<file path="config.mk">
export PLATFORM = sky130hd
export DESIGN_NAME = eth_frame_tx_flat
export DESIGN_NICKNAME = d
export VERILOG_FILES = /design/src/rtl/eth_frame_tx_if.sv /design/src/rtl/eth_frame_tx.sv /design/src/flat_wrapper.sv
export SDC_FILE = /design/constraint.sdc
export NUM_CORES = 1
export LEC_CHECK = 0
export ABC_AREA = 1
export CORE_ASPECT_RATIO = 1.25
export CORE_MARGIN = 2
export CORE_UTILIZATION = 45
export DETAILED_ROUTE_END_ITERATION = 8
export HOLD_SLACK_MARGIN = 0.02
export PLACE_DENSITY = 0.66
export SYNTH_ARGS = -nofsm -noshare
export SYNTH_HDL_FRONTEND = slang
export SYNTH_SLANG_ARGS = --single-unit
</file>
<file path="constraint.sdc">
create_clock -name clk -period 19.45 [get_ports clk]
set_clock_uncertainty 0.05 [all_clocks]
set_input_delay 3.89 -clock clk [delete_from_list [all_inputs] [get_ports clk]]
set_output_delay 3.89 -clock clk [all_outputs]
set_load 0.02 [all_outputs]
</file>
<file path="src/rtl/eth_frame_tx_if.sv">
// Bundle of the frame-request, payload-stream and line-side signals of eth_frame_tx.
// master: frame source / line observer. slave: the transmitter itself.
interface eth_frame_tx_if;
  logic        start;
  logic [47:0] dest_addr;
  logic [47:0] src_addr;
  logic [15:0] eth_type;
  logic [7:0]  pl_data;
  logic        pl_valid;
  logic        pl_last;
  logic        pl_ready;
  logic [7:0]  tx_out;
  logic        tx_en;
  logic        tx_done;
  logic        tx_err;
  logic        busy;

  modport master (
    output start, dest_addr, src_addr, eth_type, pl_data, pl_valid, pl_last,
    input  pl_ready, tx_out, tx_en, tx_done, tx_err, busy
  );

  modport slave (
    input  start, dest_addr, src_addr, eth_type, pl_data, pl_valid, pl_last,
    output pl_ready, tx_out, tx_en, tx_done, tx_err, busy
  );
endinterface

</file>
<file path="src/rtl/eth_frame_tx.sv">
// Ethernet frame transmitter: preamble, SFD, header, streamed payload, optional
// zero padding to 46 bytes, CRC-32 FCS, then a forced inter-frame gap.
// Optional feature: define ETH_TX_PAD_EN to pad short payloads to 46 bytes.
// The state register names the byte currently on the line; every output is registered.
module eth_frame_tx #(
  parameter int unsigned PREAMBLE_LEN = 7,
  parameter int unsigned MAX_PAYLOAD  = 1500,
  parameter int unsigned IFG_CYCLES   = 12
) (
  input  logic          clk,
  input  logic          rst,
  eth_frame_tx_if.slave bus
);
  localparam int unsigned CntW     = $clog2(MAX_PAYLOAD + 2);
  localparam int unsigned MinFrame = 46;

  typedef enum logic [3:0] {
    StIdle, StPreamble, StSfd, StDest, StSrc, StType, StPayload,
`ifdef ETH_TX_PAD_EN
    StPad,
`endif
    StFcs, StIfg
  } state_e;

  state_e          state_q, state_d;
  logic [7:0]      step_q, step_d;
  logic [CntW-1:0] pl_cnt_q, pl_cnt_d, pl_cnt_inc;
  logic [31:0]     crc_q, crc_d;
  logic [111:0]    hdr_q, hdr_d;
  logic [7:0]      tx_out_q, tx_out_d;
  logic            tx_en_q, tx_en_d, tx_done_q, tx_done_d, tx_err_q, tx_err_d;
  logic            busy_q, busy_d, pl_ready_q, pl_ready_d;
  logic            start_ok, accept, abort;
  logic [3:0]      hdr_idx;
  logic [111:0]    hdr_sh;
  logic [31:0]     fcs_sh;

  function automatic logic [31:0] crc32_step(input logic [31:0] c, input logic [7:0] d);
    logic [31:0] r;
    r = c;
    for (int i = 0; i < 8; i++) begin
      r = (r[0] ^ d[i]) ? ((r >> 1) ^ 32'hEDB88320) : (r >> 1);
    end
    return r;
  endfunction

  // Handshake decode: an offered slot either takes a byte or aborts (underrun/overflow).
  always_comb begin
    start_ok   = (state_q == StIdle) && bus.start && !busy_q;
    accept     = pl_ready_q && bus.pl_valid && (pl_cnt_q != CntW'(MAX_PAYLOAD));
    abort      = pl_ready_q && !accept;
    pl_cnt_inc = (pl_cnt_q == '1) ? pl_cnt_q : pl_cnt_q + 1'b1;
  end

  // State register plus registered outputs, CRC, counters and latched header.
  always_ff @(posedge clk or posedge rst) begin
    if (rst) begin
      state_q    <= StIdle;
      step_q     <= '0;
      pl_cnt_q   <= '0;
      crc_q      <= '0;
      hdr_q      <= '0;
      tx_out_q   <= '0;
      tx_en_q    <= 1'b0;
      tx_done_q  <= 1'b0;
      tx_err_q   <= 1'b0;
      busy_q     <= 1'b0;
      pl_ready_q <= 1'b0;
    end else begin
      state_q    <= state_d;
      step_q     <= step_d;
      pl_cnt_q   <= pl_cnt_d;
      crc_q      <= crc_d;
      hdr_q      <= hdr_d;
      tx_out_q   <= tx_out_d;
      tx_en_q    <= tx_en_d;
      tx_done_q  <= tx_done_d;
      tx_err_q   <= tx_err_d;
      busy_q     <= busy_d;
      pl_ready_q <= pl_ready_d;
    end
  end

  // Next-state logic; an abort counts its own error cycle as the first gap cycle.
  always_comb begin
    state_d  = state_q;
    step_d   = step_q;
    pl_cnt_d = pl_cnt_q;
    hdr_d    = hdr_q;
    if (abort) begin
      state_d = (IFG_CYCLES == 0) ? StIdle : StIfg;
      step_d  = '0;
    end else begin
      unique case (state_q)
        StIdle: begin
          if (start_ok) begin
            state_d  = StPreamble;
            step_d   = '0;
            pl_cnt_d = '0;
            hdr_d    = {bus.dest_addr, bus.src_addr, bus.eth_type};
          end
        end
        StPreamble: begin
          if (step_q == 8'(PREAMBLE_LEN - 1)) begin
            state_d = StSfd;
            step_d  = '0;
          end else begin
            step_d = step_q + 8'd1;
          end
        end
        StSfd: begin
          state_d = StDest;
          step_d  = '0;
        end
        StDest, StSrc: begin
          if (step_q == 8'd5) begin
            state_d = (state_q == StDest) ? StSrc : StType;
            step_d  = '0;
          end else begin
            step_d = step_q + 8'd1;
          end
        end
        StType: begin
          if (step_q == 8'd0) begin
            step_d = 8'd1;
          end else if (accept) begin
            state_d  = StPayload;
            pl_cnt_d = pl_cnt_inc;
          end
        end
        StPayload: begin
          if (accept) begin
            pl_cnt_d = pl_cnt_inc;
          end else begin
`ifdef ETH_TX_PAD_EN
            if (pl_cnt_q < CntW'(MinFrame)) begin
              state_d  = StPad;
              pl_cnt_d = pl_cnt_inc;
            end else begin
              state_d = StFcs;
              step_d  = '0;
            end
`else
            state_d = StFcs;
            step_d  = '0;
`endif
          end
        end
`ifdef ETH_TX_PAD_EN
        StPad: begin
          if (pl_cnt_q == CntW'(MinFrame)) begin
            state_d = StFcs;
            step_d  = '0;
          end else begin
            pl_cnt_d = pl_cnt_inc;
          end
        end
`endif
        StFcs: begin
          if (step_q == 8'd3) begin
            state_d = (IFG_CYCLES == 0) ? StIdle : StIfg;
            step_d  = '0;
          end else begin
            step_d = step_q + 8'd1;
          end
        end
        StIfg: begin
          if (step_q == 8'(IFG_CYCLES - 1)) state_d = StIdle;
          else                              step_d  = step_q + 8'd1;
        end
        default: state_d = StIdle;
      endcase
    end
  end

  // Output logic: the byte and strobes for the state being entered.
  always_comb begin
    tx_out_d   = 8'h00;
    tx_en_d    = 1'b0;
    tx_done_d  = 1'b0;
    tx_err_d   = abort;
    busy_d     = (state_d != StIdle);
    pl_ready_d = 1'b0;
    crc_d      = crc_q;
    unique case (state_d)
      StDest:  hdr_idx = step_d[3:0];
      StSrc:   hdr_idx = step_d[3:0] + 4'd6;
      default: hdr_idx = step_d[3:0] + 4'd12;
    endcase
    hdr_sh = hdr_d << {hdr_idx, 3'b000};
    fcs_sh = (~crc_q) >> {step_d[1:0], 3'b000};
    case (state_d)
      StPreamble: begin
        tx_out_d = 8'h55;
        tx_en_d  = 1'b1;
        crc_d    = 32'hFFFF_FFFF;
      end
      StSfd: begin
        tx_out_d = 8'hD5;
        tx_en_d  = 1'b1;
      end
      StDest, StSrc, StType: begin
        tx_out_d   = hdr_sh[111:104];
        tx_en_d    = 1'b1;
        crc_d      = crc32_step(crc_q, hdr_sh[111:104]);
        pl_ready_d = (state_d == StType) && (step_d == 8'd1);
      end
      StPayload: begin
        tx_out_d   = bus.pl_data;
        tx_en_d    = 1'b1;
        crc_d      = crc32_step(crc_q, bus.pl_data);
        pl_ready_d = !bus.pl_last;
      end
`ifdef ETH_TX_PAD_EN
      StPad: begin
        tx_en_d = 1'b1;
        crc_d   = crc32_step(crc_q, 8'h00);
      end
`endif
      StFcs: begin
        tx_out_d  = fcs_sh[7:0];
        tx_en_d   = 1'b1;
        tx_done_d = (step_d == 8'd3);
      end
      default: ;
    endcase
  end

  assign bus.tx_out   = tx_out_q;
  assign bus.tx_en    = tx_en_q;
  assign bus.tx_done  = tx_done_q;
  assign bus.tx_err   = tx_err_q;
  assign bus.busy     = busy_q;
  assign bus.pl_ready = pl_ready_q;
endmodule

</file>
<file path="src/flat_wrapper.sv">
// flat-port wrapper written by rule: the top's interface ports become plain ports
module eth_frame_tx_flat 
#(
  parameter int unsigned PREAMBLE_LEN = 7,
  parameter int unsigned MAX_PAYLOAD  = 1500,
  parameter int unsigned IFG_CYCLES   = 12
)
  (clk, rst, bus_start, bus_dest_addr, bus_src_addr, bus_eth_type, bus_pl_data, bus_pl_valid, bus_pl_last, bus_pl_ready, bus_tx_out, bus_tx_en, bus_tx_done, bus_tx_err, bus_busy);
  eth_frame_tx_if bus_i ();
  input  logic clk;
  input  logic rst;
  input wire logic [$bits(bus_i.start)-1:0] bus_start;
  input wire logic [$bits(bus_i.dest_addr)-1:0] bus_dest_addr;
  input wire logic [$bits(bus_i.src_addr)-1:0] bus_src_addr;
  input wire logic [$bits(bus_i.eth_type)-1:0] bus_eth_type;
  input wire logic [$bits(bus_i.pl_data)-1:0] bus_pl_data;
  input wire logic [$bits(bus_i.pl_valid)-1:0] bus_pl_valid;
  input wire logic [$bits(bus_i.pl_last)-1:0] bus_pl_last;
  output wire logic [$bits(bus_i.pl_ready)-1:0] bus_pl_ready;
  output wire logic [$bits(bus_i.tx_out)-1:0] bus_tx_out;
  output wire logic [$bits(bus_i.tx_en)-1:0] bus_tx_en;
  output wire logic [$bits(bus_i.tx_done)-1:0] bus_tx_done;
  output wire logic [$bits(bus_i.tx_err)-1:0] bus_tx_err;
  output wire logic [$bits(bus_i.busy)-1:0] bus_busy;
  assign bus_i.start = bus_start;
  assign bus_i.dest_addr = bus_dest_addr;
  assign bus_i.src_addr = bus_src_addr;
  assign bus_i.eth_type = bus_eth_type;
  assign bus_i.pl_data = bus_pl_data;
  assign bus_i.pl_valid = bus_pl_valid;
  assign bus_i.pl_last = bus_pl_last;
  assign bus_pl_ready = bus_i.pl_ready;
  assign bus_tx_out = bus_i.tx_out;
  assign bus_tx_en = bus_i.tx_en;
  assign bus_tx_done = bus_i.tx_done;
  assign bus_tx_err = bus_i.tx_err;
  assign bus_busy = bus_i.busy;
  eth_frame_tx #(.PREAMBLE_LEN(PREAMBLE_LEN), .MAX_PAYLOAD(MAX_PAYLOAD), .IFG_CYCLES(IFG_CYCLES)) u_core (.clk(clk), .rst(rst), .bus(bus_i));
endmodule
</file>
# After elaboration in Yosys (flattened, before gate mapping)
# Index checks and enable logic that the tools add are counted.
# op_classes
add_sub_neg,4
reduce_logical,18
n_mul,0
shift,2
eq_ne,25
n_bitwise,33
order_cmp,0
div_mod_pow,0
muxes,50
# op_table
cell,n
$mux W32,16
$mux W112,3
$not A13 Y14,15
$shl A112 B7 Y112,1
$pmux W32 S3,1
$mux W8,8
$pmux W8 S8,1
$mux W11,4
$pmux W8 S5,1
$mux W4,9
$pmux W11 S3,1
$eq A4 B3 Y1 const B,8
$not A32 Y32,1
$pmux W4 S8,1
$shr A32 B5 Y8,1
$eq A4 B2 Y1 const B,4
$eq A8 B2 Y1 const B,2
$eq A8 B3 Y1 const B,2
$xor A1 B1 Y1,16
$add A11 B1 Y11 const B,1
$eq A11 B11 Y1 const B,1
$ne A11 B11 Y1 const B,1
$add A8 B1 Y8 const B,1
$eq A4 B1 Y1 const B,2
21 further kinds,31
# word_totals
mem_bits_ro,0
in_bits,125
register_bits,180
latch_bits,0
n_memories,0
elab_cells,143
mem_bits_rw,0

# Depth between registers and ports, before layout
# Gate-level depths: netlist (run 1).
# depth
word_depth,26
ltp_mapped,33
ltp_nobuf,31

# Worst setup path after synthesis (run 1)
# No wires, ideal clock.
# synth_timing
path_type,input to register
startpoint,input port bus_start
endpoint,register u_core.crc_q[16]
path_buffers,2
stages,26
t_required_ns,19.279
slack_ns,12.850
t_arrival_ns,6.429
path_cell_list,nand2_1 nand3_1 nand2_1 a21oi_1 nand3_1 nand2_1 nand2_1 nand2_4 clkbuf_1 ha_1 inv_1 nand2_2 nand3_2 buf_4 nand2_1 nand3_1 nand2_1 nand2_1 nand2_2 nand2_1 nand2_2 nand2_1 nand2_1 or2_1 nand3_1 a21oi_1
# synth_via
elab_chain_cells,21
word_cells_on_any_way,38
classes_between,add/sub: 2; eq/ne: 5; shift: 1; mux: 19; bitwise: 7; reduce/logical: 4
# synth_rtl
element,line,source
"start, declared",flat_wrapper.sv:12,input wire logic [$bits(bus_i.start)-1:0] bus_start;
$logic_and A1 B1 Y1 * (2 in a row),eth_frame_tx.sv:49,start_ok = (state_q == StIdle) && bus.start && !busy_q;
$mux W8 / $mux W4 (equally long branches),eth_frame_tx.sv:96,if (start_ok) begin
$pmux W8 S8 / $pmux W4 S8 (equally long branches),eth_frame_tx.sv:94,unique case (state_q)
$mux W8 / $mux W4 (equally long branches),eth_frame_tx.sv:90,if (abort) begin
"$add A4 B4 Y4, or another cell as far along",eth_frame_tx.sv:188,default: hdr_idx = step_d[3:0] + 4'd12;
$pmux W4 S2,eth_frame_tx.sv:185,unique case (state_d)
$shl A112 B7 Y112,eth_frame_tx.sv:190,"hdr_sh = hdr_d << {hdr_idx, 3'b000};"
$xor A1 B1 Y1,eth_frame_tx.sv:42,r = (r[0] ^ d[i]) ? ((r >> 1) ^ 32'hEDB88320) : (r >> 1);
$mux W32 (2 in a row),eth_frame_tx.sv:42,
$not A13 Y14 (no line),n/a,
$mux W32,eth_frame_tx.sv:42,
$not A13 Y14 (no line),n/a,
$mux W32,eth_frame_tx.sv:42,
$not A13 Y14 (no line),n/a,
$mux W32 (4 in a row),eth_frame_tx.sv:42,
$pmux W32 S3,eth_frame_tx.sv:192,case (state_d)
"end signal, assigned",eth_frame_tx.sv:73,crc_q <= crc_d;
"end, declared",eth_frame_tx.sv:28,"logic [31:0] crc_q, crc_d;"
# Mark *: on every way between the ends. The rest lies on a longest branch, timed or not.
# A chain may end at the register's enable or synchronous reset.

# Final worst setup path (run 1)
# layout_timing
startpoint,input port bus_pl_valid
endpoint,register u_core.crc_q[16]
# layout_via
word_cells_on_any_way,40
classes_between,add/sub: 2; eq/ne: 5; shift: 1; mux: 19; bitwise: 7; reduce/logical: 6
# layout_lines
element,line,source
"start, declared",flat_wrapper.sv:17,input wire logic [$bits(bus_i.pl_valid)-1:0] bus_pl_valid;
$logic_and A1 B1 Y1 * (2 in a row),eth_frame_tx.sv:50,accept = pl_ready_q && bus.pl_valid && (pl_cnt_q != CntW'(MAX_PAYLOAD));
$logic_not A1 Y1 *,eth_frame_tx.sv:51,abort = pl_ready_q && !accept;
$logic_and A1 B1 Y1 *,eth_frame_tx.sv:51,
$mux W112 *,eth_frame_tx.sv:90,
named net u_core.hdr_d[19],eth_frame_tx.sv:29,"logic [111:0] hdr_q, hdr_d;"
$shl A112 B7 Y112 *,eth_frame_tx.sv:190,
$xor A1 B1 Y1 *,eth_frame_tx.sv:42,
$mux W32 *,eth_frame_tx.sv:42,
$not A13 Y14 (no line),n/a,
$mux W32 * (4 in a row),eth_frame_tx.sv:42,
$pmux W32 S3 *,eth_frame_tx.sv:192,
# Mark *: on every way through the listed nets, which the timed path passes. The rest lies on a longest branch.

==> results of run 1 <==
==> worst paths after layout <==
check | slack (ns) | from | endpoint | cells after the start
max in group asynchronous | 14.30 | rst | u_core.crc_q[8]$_DFFE_PP0P_ | 3
hold reg to reg | 0.43 | u_core.hdr_q[12]$_DFF_PP0_ | u_core.hdr_q[12]$_DFF_PP0_ | 2
min in group asynchronous | 3.77 | rst | u_core.hdr_q[27]$_DFF_PP0_ | 2
setup / recovery | 10.72 | bus_pl_valid | u_core.crc_q[16]$_DFFE_PP0P_ | 25
setup reg to reg | 13.99 | u_core.pl_cnt_q[0]$_DFFE_PP0P_ | u_core.crc_q[16]$_DFFE_PP0P_ | 27
hold / removal | 0.43 | u_core.hdr_q[12]$_DFF_PP0_ | u_core.hdr_q[12]$_DFF_PP0_ | 2
==> flip-flops by register name (all words and copies together) (netlist names), 4 cells and up <==
| signal | count |
|---|---|
| u_core.bus.tx_out | 8 |
| u_core.crc_q | 32 |
| u_core.hdr_q | 112 |
| u_core.pl_cnt_q | 11 |
| u_core.state_q | 4 |
| u_core.step_q | 8 |
==> cell usage in the layout (no fill, tap or decap), types with 12 or more instances in the layout <==
master,instances
nand2_1,705
a21oi_1,46
buf_4,12
xnor2_1,27
dfrtp_1,180
o21ai_0,67
nand3_1,143
nand2_2,34
inv_1,160
clkdlybuf4s50_1,137
clkbuf_16,17
xor2_1,59
nor2_1,96
==> worst register-to-register path: cells and delay by family (launching register included) <==
family	cells	cell delay (ns)
simple gates	22	3.44
buf+inv	3	1.18
compound gates	1	0.14
flops	1	0.37
fa+ha+maj	1	0.20
==> kinds of logic after synthesis <==
family | share of synthesized area, %
AOI/OAI and AO/OA | 7.92
adders and majority gates | 0.833
DFF | 37.5
xor gates and xnor gates | 6.68
and+or+nand+nor | 37.9
buffers and inverters | 9.14
==> per-layer routing <==
layer  global-route usage [%]  up-vias
met3                     4.23       66
met1                     35.3     5347
met5                        0        -
li1                         -     5606
met4                     9.11        0
met2                     45.7      375
==> metrics by stage <==
| step | util (%) | hold slack, ns |
|---|---|---|
| floorplan | - | 0.383 |
| global placement | 51.5 | 0.404 |
| detailed placement | 51.5 | 0.407 |
| CTS | 53.8 | 0.423 |
| global route | 53.8 | 0.443 |
| finish | 53.8 | 0.426 |
==> final cells by class <==
class	count	area, µm²
Clock buffer	20	447
Inverter	174	662
Multi-Input combinational cell	1312	6430
Sequential cell	180	4500
Timing Repair Buffer	149	1460
Tap cell	340	425
Fill cell	2622	12100
Clock inverter	12	166
==> results_dict.tcl, run 1 <==
set metrics [dict create \
    path_buf_inv 4 \
    place.gp.congestion 0.963 \
    cpLargestDelayFamily "simple AND/OR/NAND/NOR gates" \
    top_layer "met4" \
    drt_iter0_markers 977 \
    vias_per_cell 5.21 \
    worst_hold_path_type "reg -> reg" \
    area_delta_synth_final_pct 17.3 \
    yosysWarnings 0 \
    path_clk_slew_ns 0.07 \
    cts_max_level 4 \
    maxSlewHeadroom_pct 29.9 \
    grt_pass1_wl_um 59500 \
    grt_max_degree 84 \
    met1_length_um 16000 \
    cts.path.max_buffers 2 \
    postPlaceCellArea_um2 13500 \
    yosysMostFrequentCell "nand2_1" \
    finalMaxSlewViolations 0 \
    pin_count 138 \
    path_max_fanout 83 \
    hold_buffers 0 \
    cts_sinks 180 \
    avgRoutedWirePerCell_um 17.1 \
    worst_slack_ns 10.72 \
    core_area_um2 26200 \
    setup_viol 0 \
    drt_pre_antenna_iters 6 \
    place_inst 2155 \
    ys_ff_latch 180 \
    drv_cap 0 \
    insertion_delay_ns 0.45 \
    cts_tree "built" \
    synthArstFlopShare_pct 100 \
    dpl.hpwl_um 26400 \
    antennaDiodeCount 0 \
    drt_wl_total_um 37300 \
    dp_slack_ns 10.31 \
    die_h_um 187 \
    fin_cells 2187 \
    synthCells 1735 \
    cp.arrival_ns 9.05 \
    fin_setup_tns_ns 0 \
    antenna_left 0 \
    fmax_mhz 115 \
    layout-drive-gt1-share_pct 8.01 \
    cts_resized 0 \
    synth_edf_count 0 \
    min_period_over_period_pct 44.9 \
    outcome "finished, final reports clean" \
    met3WireLength_um 2150 \
    antenna_found_initial 0 \
    end_kind "register" \
    row_count 66 \
    final-hold-violation-count 0 \
    vias 11394 \
    min_period_ns 8.73 \
    io_buffer_count 137 \
    ys_seq_area_share_pct 37.5 \
    yosysTopAreaCell "dfrtp_1" \
    grt_usage_pct 27.1 \
    die_w_um 150 \
    cts_setup_buffers 0 \
    required_ns 19.77 \
    numCtsBuffers 17 \
    worst_pin_slew_ns 1.05 \
    synth.distinct_cells 51 \
    met2WireLength_um 18100 \
    synth.top_cells.by_area "dfrtp_1 37%, nand2_1 22%, nand3_1 6.0%" \
    drc 0 \
    fin_nets 1967 \
    cpMaxStageDelayCell "buf_4" \
    synth_common_cells "706 x nand2_1, 180 x dfrtp_1, 162 x inv_1, 143 x nand3_1, 97 x nor2_1" \
    synthesis.nets 1868 \
    post_synth.cell_area_avg_um2 6.93 \
    rsz0062_at_grt "false" \
    grt-ovfl-total 0 \
    worst_setup_path_start_kind "input port" \
    synth.cell_area_um2 12000 \
    synth_top_area_share_pct 37.5 \
    initial_utilization_pct 45.9 \
    dieArea_um2 28000 \
    design_area_um2 14100 \
    cpPeakStageDelay_ns 0.73 \
    synth_ff_type "dfrtp_1" \
    ctsRootBufferMaster "clkbuf_16" \
    crit_path_frequent_cell "nand2_1" \
    path_class "in -> reg" \
    grt_pass1_vias 11226 \
]
Power of run 1 is left out: the tool's default activity adds up to more than one toggle a clock period on the data nets, which glitch-free logic cannot reach.
==> run 2: changes to the inputs <==
--- a/config.mk
+++ b/config.mk
@@ -11,7 +11,7 @@
 export CORE_UTILIZATION = 45
 export DETAILED_ROUTE_END_ITERATION = 8
 export HOLD_SLACK_MARGIN = 0.02
-export PLACE_DENSITY = 0.66
+export PLACE_DENSITY = 0.69
 export SYNTH_ARGS = -nofsm -noshare
 export SYNTH_HDL_FRONTEND = slang
 export SYNTH_SLANG_ARGS = --single-unit
==> constraint.sdc (replaced) <==
create_clock -name clk -period 7.4 [get_ports clk]
set_clock_uncertainty 0.05 [all_clocks]
set_input_delay 1.48 -clock clk [delete_from_list [all_inputs] [get_ports clk]]
set_output_delay 1.48 -clock clk [all_outputs]
set_load 0.02 [all_outputs]
==> run 2 against run 1 <==
  * Wire length shrank 1.4%
  * Clock-buffer cell count shrank 2
  * Final cell count grew 0.23%
  * Critical path depth shrank 2
  * Register-to-register slack lost 12 ns
  * Critical path type unchanged
==> results_dict.tcl, run 2 (same netlist as run 1, synthesis figures left out) <==
set metrics [dict create \
    outcome "finished, final reports clean" \
    min_period_ns 5.80 \
    cts_setup_buffers 0 \
    final_cell_mix "705 x nand2_1, 180 x dfrtp_1, 160 x inv_1" \
    setup_viol 0 \
    ctsRootBufferMaster "clkbuf_16" \
    drt_iter0_markers 832 \
    crit_path_frequent_cell "nand2_1" \
    drc 0 \
    largest_reg_flops 112 \
    die_w_um 150 \
    end_kind "register" \
    cts_sinks 180 \
    layout-drive-gt1-share_pct 8.21 \
    vias_per_cell 5.24 \
    cts.path.max_buffers 2 \
    fillers 2544 \
    reg_top3 "u_core.hdr_q (112), u_core.crc_q (32), u_core.pl_cnt_q (11)" \
    antenna_left 0 \
    insertion_delay_ns 0.45 \
    cts_max_level 4 \
    hold_buffers 0 \
    antennaDiodeCount 0 \
    drt_wl_total_um 36800 \
    grt-ovfl-total 0 \
    r2r_end "u_core.crc_q[8]$_DFFE_PP0P_" \
    cp.arrival_ns 6.06 \
    numCtsBuffers 17 \
    largest_register "u_core.hdr_q" \
    pin_count 138 \
    place.gp.congestion 0.959 \
    finalMaxSlewViolations 0 \
    worst_setup_path_start_kind "input port" \
    antenna_found_initial 0 \
    fin_setup_tns_ns 0 \
    drt_pre_antenna_iters 8 \
    drv_cap 0 \
    core_area_um2 26200 \
    layout.cells.most_common "nand2_1" \
    initial_utilization_pct 45.9 \
    path_clk_slew_ns 0.08 \
    grt_max_degree 98 \
    area_delta_synth_final_pct 17.6 \
    maxSlewHeadroom_pct 28.9 \
    vias 11486 \
    worst_hold_path_type "reg -> reg" \
    dieArea_um2 28000 \
    die_h_um 187 \
    final-hold-violation-count 0 \
    min_period_over_period_pct 78.3 \
    reg2reg_slack_ns 2.48 \
    grt_pass1_vias 11390 \
    hold_path.startpoint "u_core.hdr_q[67]$_DFF_PP0_" \
    grt_usage_pct 26.9 \
    path_cells "clkdlybuf4s50_1 > nand2_1 > inv_1 > nand2_2 > nand2_2 > nand2_4 > inv_2 > buf_12 > nand2_1 > nand2_1 > nand3_1 > nand4_1 > nand3_1 > nand3_1 > nand2_1 > nand2_1 > nand2_1 > nand2_2 > nand2_4 > inv_4 > nor2_2 > a211oi_1 > nor2_1" \
    worst_pin_slew_ns 1.06 \
    cpMaxStageDelayCell "nand2_2" \
    cpPeakStageDelay_ns 0.59 \
    rr_startpoint "u_core.pl_cnt_q[0]$_DFFE_PP0P_" \
    cts_resized 0 \
    rsz0062_at_grt "false" \
    io_buffer_count 137 \
    fin_nets 1972 \
    final_util_pct 54.0 \
    grt_pass1_wl_um 59600 \
    dpl.hpwl_um 25900 \
    path_class "in -> reg" \
    cts_tree "built" \
    reg2reg_depth 26 \
    avgRoutedWirePerCell_um 16.8 \
    path_max_fanout 95 \
    required_ns 7.67 \
    hold_path_end "u_core.hdr_q[67]$_DFF_PP0_" \
    min_path_cells 2 \
    row_count 66 \
    fmax_mhz 173 \
]
## run 2: per-layer routing
metal,track usage [%],vias up,routed length (µm)
met3,4.28,70,1890
li1,-,5624,-
met4,9.54,0,1130
met1,34.9,5442,15900
met5,0,-,0
met2,45.2,350,17900
## run 2: final cells by class
cell class | instances | area [µm²] | area share (%)
clock buffers | 18 | 429 | 3.04
clock inverters | 14 | 161 | 1.14
inverters | 174 | 662 | 4.69
multi-input cells | 1312 | 6420 | 45.4
flip-flops and latches | 180 | 4500 | 31.9
well taps | 340 | 425 | 3.01
repair buffers | 154 | 1520 | 10.8
## run 2: metrics by stage
stage / cells / setup WS [ns] / hold slack, ns / instance area, µm²
floorplan: 1735 / 0.983 / 0.383 / 12000
global placement: 2160 / 1.27 / 0.403 / 13500
detailed placement: 2160 / 1.23 / 0.408 / 13500
CTS: 2192 / 1.64 / 0.429 / 14100
global route: 2192 / 1.25 / 0.441 / 14100
finish: 2192 / 1.60 / 0.428 / 14100
## run 2: how the worst max path moves through the flow
| stage | startpoint | endpoint | cells past startpoint |
|---|---|---|---|
| final | bus_pl_valid | u_core.crc_q[8]$_DFFE_PP0P_ | 23 |
| after global routing | bus_pl_valid | u_core.crc_q[29]$_DFFE_PP0P_ | 24 |
| after CTS | bus_pl_valid | u_core.crc_q[8]$_DFFE_PP0P_ | 23 |
| after detailed placement | bus_pl_valid | u_core.crc_q[8]$_DFFE_PP0P_ | 23 |
| after global placement | bus_pl_valid | u_core.crc_q[8]$_DFFE_PP0P_ | 23 |
| after floorplan | rst | u_core.bus.busy$_DFF_PP0_ | 1 |
## run 2: critical path, delay by kind of cell
family | cells | cell delay [ns]
compound gates | 1 | 0.47
simple gates | 17 | 2.73
buf+inv | 5 | 1.30
Power of run 2 is left out for the same reason.
==> run 3: changes to the inputs <==
==> constraint.sdc (replaced) <==
create_clock -name clk -period 4.89 [get_ports clk]
set_clock_uncertainty 0.05 [all_clocks]
set_input_delay 0.978 -clock clk [delete_from_list [all_inputs] [get_ports clk]]
set_output_delay 0.978 -clock clk [all_outputs]
set_load 0.02 [all_outputs]
==> run 3 against run 2 <==
  * Wire length is 2.2% higher
  * First-iteration DRC count is 12% higher
  * Non-clock buffer count is 27 higher
  * Core utilization up 1.1 points
  * Critical endpoint is now u_core.crc_q[2]$_DFFE_PP0P_
  * Hold slack lost 0.0033 ns
  * Via count increased by 0.30%
  * Design area rose by 2.1%
==> results_dict.tcl, run 3 (same netlist as run 1, synthesis figures left out) <==
set metrics [dict create \
    fmax_mhz 231 \
    pin_count 138 \
    cts_resized 0 \
    fillers 2525 \
    worst_slack_ns 0.559 \
    fin_nets 1999 \
    postPlaceCellArea_um2 13800 \
    row_count 66 \
    drv_cap 0 \
    min_period_over_period_pct 88.6 \
    design_area_um2 14400 \
    hold_buffers 0 \
    io_buffer_count 137 \
    reg_top3 "u_core.hdr_q (112), u_core.crc_q (32), u_core.pl_cnt_q (11)" \
    grt_max_degree 181 \
    avgRoutedWirePerCell_um 16.9 \
    path_clk_slew_ns 0.07 \
    min_period_ns 4.33 \
    vias_per_cell 5.19 \
    rsz0062_at_grt "false" \
    finalMaxSlewViolations 0 \
    layout-drive-gt1-share_pct 9.58 \
    path_max_fanout 16 \
    initial_utilization_pct 45.9 \
    path_class "in -> reg" \
    cts.path.max_buffers 2 \
    vias 11520 \
    core_area_um2 26200 \
    numCtsBuffers 17 \
    antenna_found_initial 0 \
    fin_setup_tns_ns 0 \
    cts_tree "built" \
    cp.arrival_ns 4.63 \
    ctsRootBufferMaster "clkbuf_16" \
    largest_register "u_core.hdr_q" \
    required_ns 5.19 \
    grt_pass1_wl_um 60100 \
    drt_pre_antenna_iters 5 \
    grt_pass1_vias 11357 \
    die_w_um 150 \
    grt_usage_pct 27.2 \
    dpl.hpwl_um 27800 \
    drt_iter0_markers 932 \
    drt_wl_total_um 37600 \
    largest_reg_flops 112 \
    regArea_um2 4500 \
    antenna_left 0 \
    insertion_delay_ns 0.44 \
    grt-ovfl-total 0 \
    cts_sinks 180 \
    maxSlewHeadroom_pct 18.1 \
    drc 0 \
    outcome "finished, final reports clean" \
    worst_setup_path_start_kind "input port" \
    worst_pin_slew_ns 1.22 \
    multi_input_area_um2 6420 \
    end_kind "register" \
    cts_setup_buffers 0 \
    hold_slack_ns 0.425 \
    setup_viol 0 \
    final-hold-violation-count 0 \
    die_h_um 187 \
    final_cell_mix "705 x nand2_1, 180 x dfrtp_1, 160 x inv_1" \
    dieArea_um2 28000 \
    place.gp.congestion 0.969 \
    area_delta_synth_final_pct 20.0 \
    dp_slack_ns 0.152 \
    cts_max_level 4 \
    layout.cells.most_common "nand2_1" \
    worst_hold_path_type "reg -> reg" \
]
==> run 3: layer usage <==
metal  global-route usage (%)  vias to the layer above  wire (µm)
met4                     9.83                        0       1300
met5                        0                        -          0
met1                     35.2                     5379      15800
met2                     45.9                      393      18100
met3                     4.30                       67       2390
li1                         -                     5681          -
==> run 3: layout make-up <==
type | count | area share [%]
Clock inverter | 15 | 1.34
Antenna cell | 1 | 0.0174
Tap cell | 340 | 2.95
Clock buffer | 17 | 2.95
Multi-Input combinational cell | 1312 | 44.5
Sequential cell | 180 | 31.2
Inverter | 174 | 4.58
Timing Repair Buffer | 181 | 12.4
==> run 3: final timing paths <==
kind	start	end	slack, ns	cells after the start
worst max register to register	u_core.pl_cnt_q[0]$_DFFE_PP0P_	u_core.crc_q[2]$_DFFE_PP0P_	0.79	24
worst min-delay path	u_core.hdr_q[34]$_DFF_PP0_	u_core.hdr_q[34]$_DFF_PP0_	0.43	2
worst max-delay path	bus_pl_valid	u_core.crc_q[2]$_DFFE_PP0P_	0.56	22
max in group asynchronous	rst	u_core.crc_q[12]$_DFFE_PP0P_	2.96	3
worst min register to register	u_core.hdr_q[34]$_DFF_PP0_	u_core.hdr_q[34]$_DFF_PP0_	0.43	2
min in group asynchronous	rst	u_core.hdr_q[11]$_DFF_PP0_	1.14	3
==> run 3: per-stage QoR <==
step	instances	util [%]
after detailed placement	2187	52.7
after global routing	2219	55.1
after CTS	2219	55.1
final	2220	55.1
after floorplan	1735	-
after global placement	2187	52.7
==> run 3: worst max-delay path: stages <==
cell	delay [ns]
clkdlybuf4s50_1	0.56
nand2_1	0.07
inv_1	0.09
nand2_2	0.08
nand2_2	0.18
nand3_1	0.10
nand2_1	0.12
inv_1	0.09
ha_1	0.29
inv_1	0.04
nand2_2	0.07
nand3_2	0.31
nand3_1	0.27
nand3_2	0.12
nand2_1	0.12
nand2_1	0.07
nand2_2	0.11
buf_4	0.23
xor2_1	0.21
xnor2_1	0.22
nand2_1	0.10
a31oi_1	0.17
Power of run 3 is left out for the same reason.
